[config.mk]
export PLATFORM = sky130hd
export DESIGN_NAME = cam_capture
export DESIGN_NICKNAME = d
export VERILOG_FILES = /design/src/rtl/cam_capture.sv
export SDC_FILE = /design/constraint.sdc
export NUM_CORES = 1
export LEC_CHECK = 0
export ABC_AREA = 1
export BUFFER_PORTS_ARGS = -buffer_cell sky130_fd_sc_hd__buf_2
export CELL_PAD_IN_SITES_DETAIL_PLACEMENT = 0
export CELL_PAD_IN_SITES_GLOBAL_PLACEMENT = 1
export CORE_MARGIN = 2
export CORE_UTILIZATION = 43
export DETAILED_ROUTE_END_ITERATION = 16
export PLACE_DENSITY_LB_ADDON = 0.1
export SYNTH_ARGS = -nofsm -noshare
export SYNTH_HDL_FRONTEND = slang
export SYNTH_SLANG_ARGS = --single-unit
export TNS_END_PERCENT = 20
[constraint.sdc]
create_clock -name pclk -period 2.3 [get_ports pclk]
set_clock_uncertainty 0.2 [all_clocks]
set_input_delay 0.115 -clock pclk [delete_from_list [all_inputs] [get_ports pclk]]
set_output_delay 0.115 -clock pclk [all_outputs]
set_load 0.05 [all_outputs]
[src/rtl/cam_capture.sv]
// OV7670 capture front-end: packs camera byte pairs into 16-bit pixels and writes
// them to a linear frame buffer. Optional per-frame geometry checking under CAP_ERR_EN.
module cam_capture #(
    parameter int unsigned H_ACTIVE = 320,
    parameter int unsigned V_ACTIVE = 240,
    parameter int unsigned ADDR_W   = 17
) (
    input  logic              pclk,
    input  logic              rst_n,
    input  logic              cam_vsync,
    input  logic              cam_href,
    input  logic [7:0]        cam_data,
    input  logic              capture_en,
    output logic [ADDR_W-1:0] w_addr,
    output logic [15:0]       w_data,
    output logic              w_en,
    output logic              frame_done
`ifdef CAP_ERR_EN
    ,
    output logic              err_frame
`endif
);

    localparam int unsigned COL_W  = 10;
    localparam int unsigned LINE_W = 9;

    localparam logic [COL_W-1:0]  COL_LIM  = COL_W'(H_ACTIVE);
    localparam logic [COL_W-1:0]  COL_MAX  = '1;
    localparam logic [LINE_W-1:0] LINE_LIM = LINE_W'(V_ACTIVE);
    localparam logic [ADDR_W-1:0] LINE_INC = ADDR_W'(H_ACTIVE);

    typedef enum logic [1:0] {
        WAIT_VS,
        WAIT_START,
        CAPTURE
    } state_t;

    state_t              state_q, state_d;
    logic                vs_q, href_q;
    logic                phase_q, phase_d;
    logic [COL_W-1:0]    col_q, col_d;
    logic [LINE_W-1:0]   line_q, line_d;
    logic [ADDR_W-1:0]   line_base_q, line_base_d;
    logic [7:0]          hi_byte_q, hi_byte_d;
    logic [ADDR_W-1:0]   w_addr_q, w_addr_d;
    logic [15:0]         w_data_q, w_data_d;
    logic                w_en_q, w_en_d;
    logic                frame_done_q, frame_done_d;

    logic vs_rise, vs_fall, href_fall;

    assign vs_rise   =  cam_vsync & ~vs_q;
    assign vs_fall   = ~cam_vsync &  vs_q;
    assign href_fall = ~cam_href  &  href_q;

`ifdef CAP_ERR_EN
    logic err_q, err_d;
`endif

    // State register and all datapath flops
    always_ff @(posedge pclk or negedge rst_n) begin
        if (!rst_n) begin
            state_q      <= WAIT_VS;
            vs_q         <= 1'b0;
            href_q       <= 1'b0;
            phase_q      <= 1'b0;
            col_q        <= '0;
            line_q       <= '0;
            line_base_q  <= '0;
            hi_byte_q    <= '0;
            w_addr_q     <= '0;
            w_data_q     <= '0;
            w_en_q       <= 1'b0;
            frame_done_q <= 1'b0;
`ifdef CAP_ERR_EN
            err_q        <= 1'b0;
`endif
        end else begin
            state_q      <= state_d;
            vs_q         <= cam_vsync;
            href_q       <= cam_href;
            phase_q      <= phase_d;
            col_q        <= col_d;
            line_q       <= line_d;
            line_base_q  <= line_base_d;
            hi_byte_q    <= hi_byte_d;
            w_addr_q     <= w_addr_d;
            w_data_q     <= w_data_d;
            w_en_q       <= w_en_d;
            frame_done_q <= frame_done_d;
`ifdef CAP_ERR_EN
            err_q        <= err_d;
`endif
        end
    end

    // Next-state and datapath; a line close is applied before a same-cycle frame close
    always_comb begin
        state_d      = state_q;
        phase_d      = phase_q;
        col_d        = col_q;
        line_d       = line_q;
        line_base_d  = line_base_q;
        hi_byte_d    = hi_byte_q;
        w_addr_d     = w_addr_q;
        w_data_d     = w_data_q;
        w_en_d       = 1'b0;
        frame_done_d = 1'b0;
`ifdef CAP_ERR_EN
        err_d        = err_q;
`endif

        case (state_q)
            WAIT_VS: begin
                if (vs_rise) begin
                    state_d = WAIT_START;
                end
            end

            WAIT_START: begin
                if (vs_fall) begin
                    if (capture_en) begin
                        state_d     = CAPTURE;
                        col_d       = '0;
                        line_d      = '0;
                        line_base_d = '0;
                        phase_d     = 1'b0;
`ifdef CAP_ERR_EN
                        err_d       = 1'b0;
`endif
                    end else begin
                        state_d = WAIT_VS;
                    end
                end
            end

            CAPTURE: begin
                if (cam_href) begin
                    if (!phase_q) begin
                        hi_byte_d = cam_data;
                        phase_d   = 1'b1;
                    end else begin
                        phase_d = 1'b0;
                        col_d   = (col_q == COL_MAX) ? col_q : col_q + COL_W'(1);
                        if ((col_q < COL_LIM) && (line_q < LINE_LIM)) begin
                            w_en_d   = 1'b1;
                            w_data_d = {hi_byte_q, cam_data};
                            w_addr_d = line_base_q + ADDR_W'(col_q);
                        end
                    end
                end else if (href_fall) begin
                    phase_d = 1'b0;
                    col_d   = '0;
                    if (line_q < LINE_LIM) begin
                        line_d      = line_q + LINE_W'(1);
                        line_base_d = line_base_q + LINE_INC;
                    end
`ifdef CAP_ERR_EN
                    if ((col_q != COL_LIM) || phase_q) begin
                        err_d = 1'b1;
                    end
`endif
                end

                if (vs_rise) begin
                    frame_done_d = 1'b1;
                    state_d      = WAIT_START;
`ifdef CAP_ERR_EN
                    if (line_d != LINE_LIM) begin
                        err_d = 1'b1;
                    end
`endif
                end
            end

            default: begin
                state_d = WAIT_VS;
            end
        endcase
    end

    assign w_addr     = w_addr_q;
    assign w_data     = w_data_q;
    assign w_en       = w_en_q;
    assign frame_done = frame_done_q;
`ifdef CAP_ERR_EN
    assign err_frame  = err_q;
`endif

endmodule

# Word level (Yosys, flattened, before mapping)
# Index checks and enable logic that the tools add are counted.
# totals
register_bits	84
inputBits	13
output_inout_bits	35
# classes
n_addsub	4
order_cmp	2
eq_ne	12
n_mux	35
n_bitwise	7
n_reduce_logical	10
# ops
op	n
$mux W17	5
$mux W10	6
$mux W9	5
$pmux W17 S2	1
$pmux W10 S2	1
$pmux W9 S2	1
$add A17 B10 Y17	1
$add A17 B9 Y17 const B	1
$reduce_and A6 Y1	2
$mux W1	11
$add A10 B1 Y10 const B	1
$eq A10 B10 Y1 const B	1
$lt A10 B9 Y1 const B	1
$ne A2 B2 Y1 const B	5
$add A9 B1 Y9 const B	1
$lt A9 B8 Y1 const B	1
$ne A3 B3 Y1 const B	3
$reduce_and A4 Y1	2
$mux W2	3
$not A1 Y1	4
$pmux W2 S2	1
$and A1 B1 Y1	3
$reduce_and A3 Y1	1
$eq A2 B1 Y1 const B	1
other kinds (8)	8

# Depth between registers and ports, before layout
# depth
ltp_word	6
mapped_depth	10
depth_no_buf	9

# Worst setup path after synthesis
# OpenSTA, ideal clock, no wires.
# synth_path
path_type	reg2reg
start	register col_q[9]
end	register w_addr_q[12], in the netlist w_addr[12]
setup_time_ps	118
arrival_time_ps	1353
setup_slack_ps	629
path_stages_with_launch	8
path_buffers	0
period_less_slack_ps	1671
cell_sequence	dfrtp_1 -> ha_1 -> a21oi_1 -> o21ai_0 -> inv_1 -> nand2_1 -> nand3_1 -> nand2_1
# synth_via
elab_chain_cells	3
# synth_lines
element	line	rtl
start: declaration	41	logic [COL_W-1:0] col_q, col_d;
start signal: assignment	83	col_q <= col_d;
$lt A10 B9 Y1	145	if ((col_q < COL_LIM) && (line_q < LINE_LIM)) begin
$logic_and A1 B1 Y1	145	
$reduce_and A4 Y1 (no source line)	n/a	
end signal: assignment	87	w_addr_q <= w_addr_d;
end: declaration	45	logic [ADDR_W-1:0] w_addr_q, w_addr_d;
# Parallel ways exist; a longest one is shown, timed or not.
# A chain may end at the register's enable or synchronous reset.

# Worst setup path after layout
# layout_path
start	register state_q[0]
end	register w_data_q[7], in the netlist w_data[7]
# layout_via
elab_chain_cells	2
# layout_lines
element	line	rtl
start: declaration	38	state_t state_q, state_d;
start signal: assignment	79	state_q <= state_d;
$eq A2 B2 Y1	113	case (state_q)
$reduce_and A4 Y1 (no source line)	n/a	
end signal: assignment	88	w_data_q <= w_data_d;
end: declaration	46	logic [15:0] w_data_q, w_data_d;
# No other way between the ends.

==> key figures <==
Setup path
  • Crit Path Category: register to register
  • Critical path origin: state_q[0]
  • Crit Path Max Fanout: 27
  • Critical Path Max Stage Delay: 0.41 ns
  • Crit path launch type: register
  • CP Cell Sequence: inv_1 > nand2_4 > nor2_8 > inv_2 > nor2_4 > nand2_4 > buf_4 > nand2_1 > o21ai_2
  • Crit path capture: w_data[7]
  • WP data required: 2.34 ns
  • R2r setup slk: 0.32 ns
  • Most frequent CP cell: nand2_4
  • CP max-delay cell: dfrtp_1
  • RR Startpoint: state_q[0]
  • Critical Path AT: 2.02 ns
  • R2R depth: 9
  • R2r endpoint: w_data[7]
  • CP endpoint kind: register

Power and ir drop
  • VDD IR max: 0.000364 V
  • Leak pwr: 2.38 nW
  • Overall Power: 4.10 mW
  • Pwr/cell area: 911 mW/mm^2

STA
  • Fmax achieved: 0.505 GHz
  • Final Setup Violations: 0
  • Crit share post-route: 0.861
  • Worst slew margin: 0.645
  • Tightest Pin Transition: 0.532 ns
  • Tmin final: 1.98 ns
  • Final Hold Fails: 0
  • Unrepaired setup endpoints after global routing: no
  • Setup TNS: 0 ns
  • Final Max Slew Viols: 0

Floorplan
  • Die X: 98.3 microns
  • Die span in y: 98.3 microns
  • # rows: 34
  • Die area: 0.00967 sq mm
  • Initial Utilization: 0.441
  • Core Area: 0.00868 sq mm
  • I/O pin total: 48

Worst hold path
  • Hold Path Class: input port to async pin

Yosys
  • Commonest cells post-synth: nand2_1, dfrtp_1, inv_1
  • Synth top area cells: dfrtp_1, nand2_1, nand3_1, inv_1, nor2_1
  • Register area share after synthesis: 0.510
  • Top_reg_cell synth: dfrtp_1
  • Synthesized flop and latch total: 78
  • Number of synthesized flops with an enable pin: 0
  • Distinct cells, synth: 29
  • Yosys warnings: 0
  • Post-Syn Instances: 460
  • Syn avg cell area: 8.32 sq um
  • Yosys top cell area share: 0.510
  • Ys async rst share: 1.00
  • Mapped Area: 0.00383 sq mm
  • Synth Net Count: 480
  • Most common cell in the netlist: nand2_1
  • Largest area contributor in the netlist: dfrtp_1

Clock network
  • Clock Path Buffers: 2
  • Clk_lat worst skew: 0.35 ns
  • Clock sink count: 78
  • Post-CTS Setup Inserts: 0
  • CTS tree: built
  • Clock root buffer: clkbuf_8
  • Total CTS buffers: 9
  • CTS clk-pin slew, worst paths: 0.08 ns
  • H-tree levels: 3

Placement
  • Post-DP HPWL: 5.73 mm
  • GP Congestion: 0.783
  • Number of buffers added on ports: 47

Global route
  • Initial antenna violation count: 0
  • All-Layer GR Usage: 0.180
  • First-pass GRT wire length: 14.1 mm
  • Vias in the first global route: 2911
  • Largest net degree at the start of global routing: 41
  • Total congestion overflow: 0

Layout
  • Fin nets: 543
  • Fraction of layout cells with a size suffix above 1: 0.188
  • Area Growth Syn to Fin: 17.6%
  • Utilization after layout: 0.518
  • Ant. Diodes: 0

Route
  • Total number of vias: 3076
  • DR pass1 iterations: 5
  • Via density: 4.84
  • Final ANT Viol Nets: 0
  • DR DRC count: 0
  • Drt wl/cell: 12.8 microns
  • Final WL: 8.11 mm
  • 1st-iter DRT viols: 96

Flow run
  • Max Cap Viol: 0

Status
  • Status: completed
## worst min path at each step
stage | endpoint | slack (ns) | cells after the start
2_1_floorplan | col_q[0] | -0.38 | 0
3_3_place_gp | w_data[13] | -0.07 | 1
3_5_place_dp | w_data[13] | -0.06 | 1
4_1_cts | w_addr[7] | 0.1 | 2
5_1_grt | w_data[13] | 0.13 | 2
6_report | w_data[4] | 0.07 | 2
## state kept, by name, summed over array words and instances, names as in the netlist
name         count
line_base_q     11
w_data          16
phase_q          1
href_q           1
hi_byte_q        8
line_q           9
col_q           10
frame_done       1
vs_q             1
state_q          2
w_en             1
w_addr          17
## power breakdown
| group | switching, mW | internal, mW | total [mW] |
|---|---|---|---|
| logic | 0.788 | 0.296 | 1.08 |
| clock network | 0.520 | 0.671 | 1.19 |
| registers | 0.187 | 1.64 | 1.82 |
## timing repair
item                       CTS  global route
hold endpoints to repair   106             0
setup endpoints to repair    0             6
gates resized for setup      0             1
hold buffers                12             0
## cell families (layout without fill, tap and decap cells)
group	Yosys count	count (layout)	share of synthesized area
AO/OA/AOI/OAI	53	53	0.0834
adder cells (fa/ha/maj)	7	7	0.0229
flip-flops	78	78	0.510
XOR/XNOR	9	9	0.0206
buffers and inverters	55	123	0.0710
AND/OR/NAND/NOR	258	258	0.292
## placed cells by master (no fill, tap or decap), drive strengths merged
master	netlist	final
xor2	7	7
nor2	38	38
nand4	10	10
nand2	169	169
nand3	35	35
xnor2	2	2
bufinv	0	2
buf	11	51
inv	43	43
ha	7	7
o21ai	45	45
clkbuf	0	11
clkinv	1	3
dlygate4sd3	0	12
and3	1	1
clkinvlp	0	1
nor3	2	2
a21oi	7	7
or2	1	1
o22ai	1	1
nor3b	2	2
dfrtp	78	78
## worst max-delay path: cells and delay by family, from the launching register on
kind	cells	cell delay, ns
buf+inv	3	0.53
compound gates	1	0.05
flops	1	0.41
simple gates	5	0.67
## layout make-up
class	instances	area, sq um
Fill cell	869	4180
Clock inverter	5	81.3
Sequential cell	78	1950
Inverter	44	170
Clock buffer	11	151
Timing Repair Buffer	63	400
Tap cell	108	135
Multi-Input combinational cell	327	1610
## routing by layer
metal	vias to the layer above	wire [microns]	global-route usage
li1	1599	-	-
met1	1410	4000	0.262
met2	62	3710	0.276
met3	5	335	0.0415
met4	0	59	0.0443
met5	-	0	0
## stage by stage
stage,instance area [sq um],setup slack [ns],std cells,hold slack (ns)
after detailed placement,4140,0.131,608,-0.0646
after global placement,4140,0.149,608,-0.0681
final,4500,0.320,636,0.0732
after CTS,4490,0.110,636,0.0959
after global routing,4500,0.139,636,0.128
after floorplan,3830,0.629,460,-0.381
Note: power is estimated with default switching activity, not from simulation.
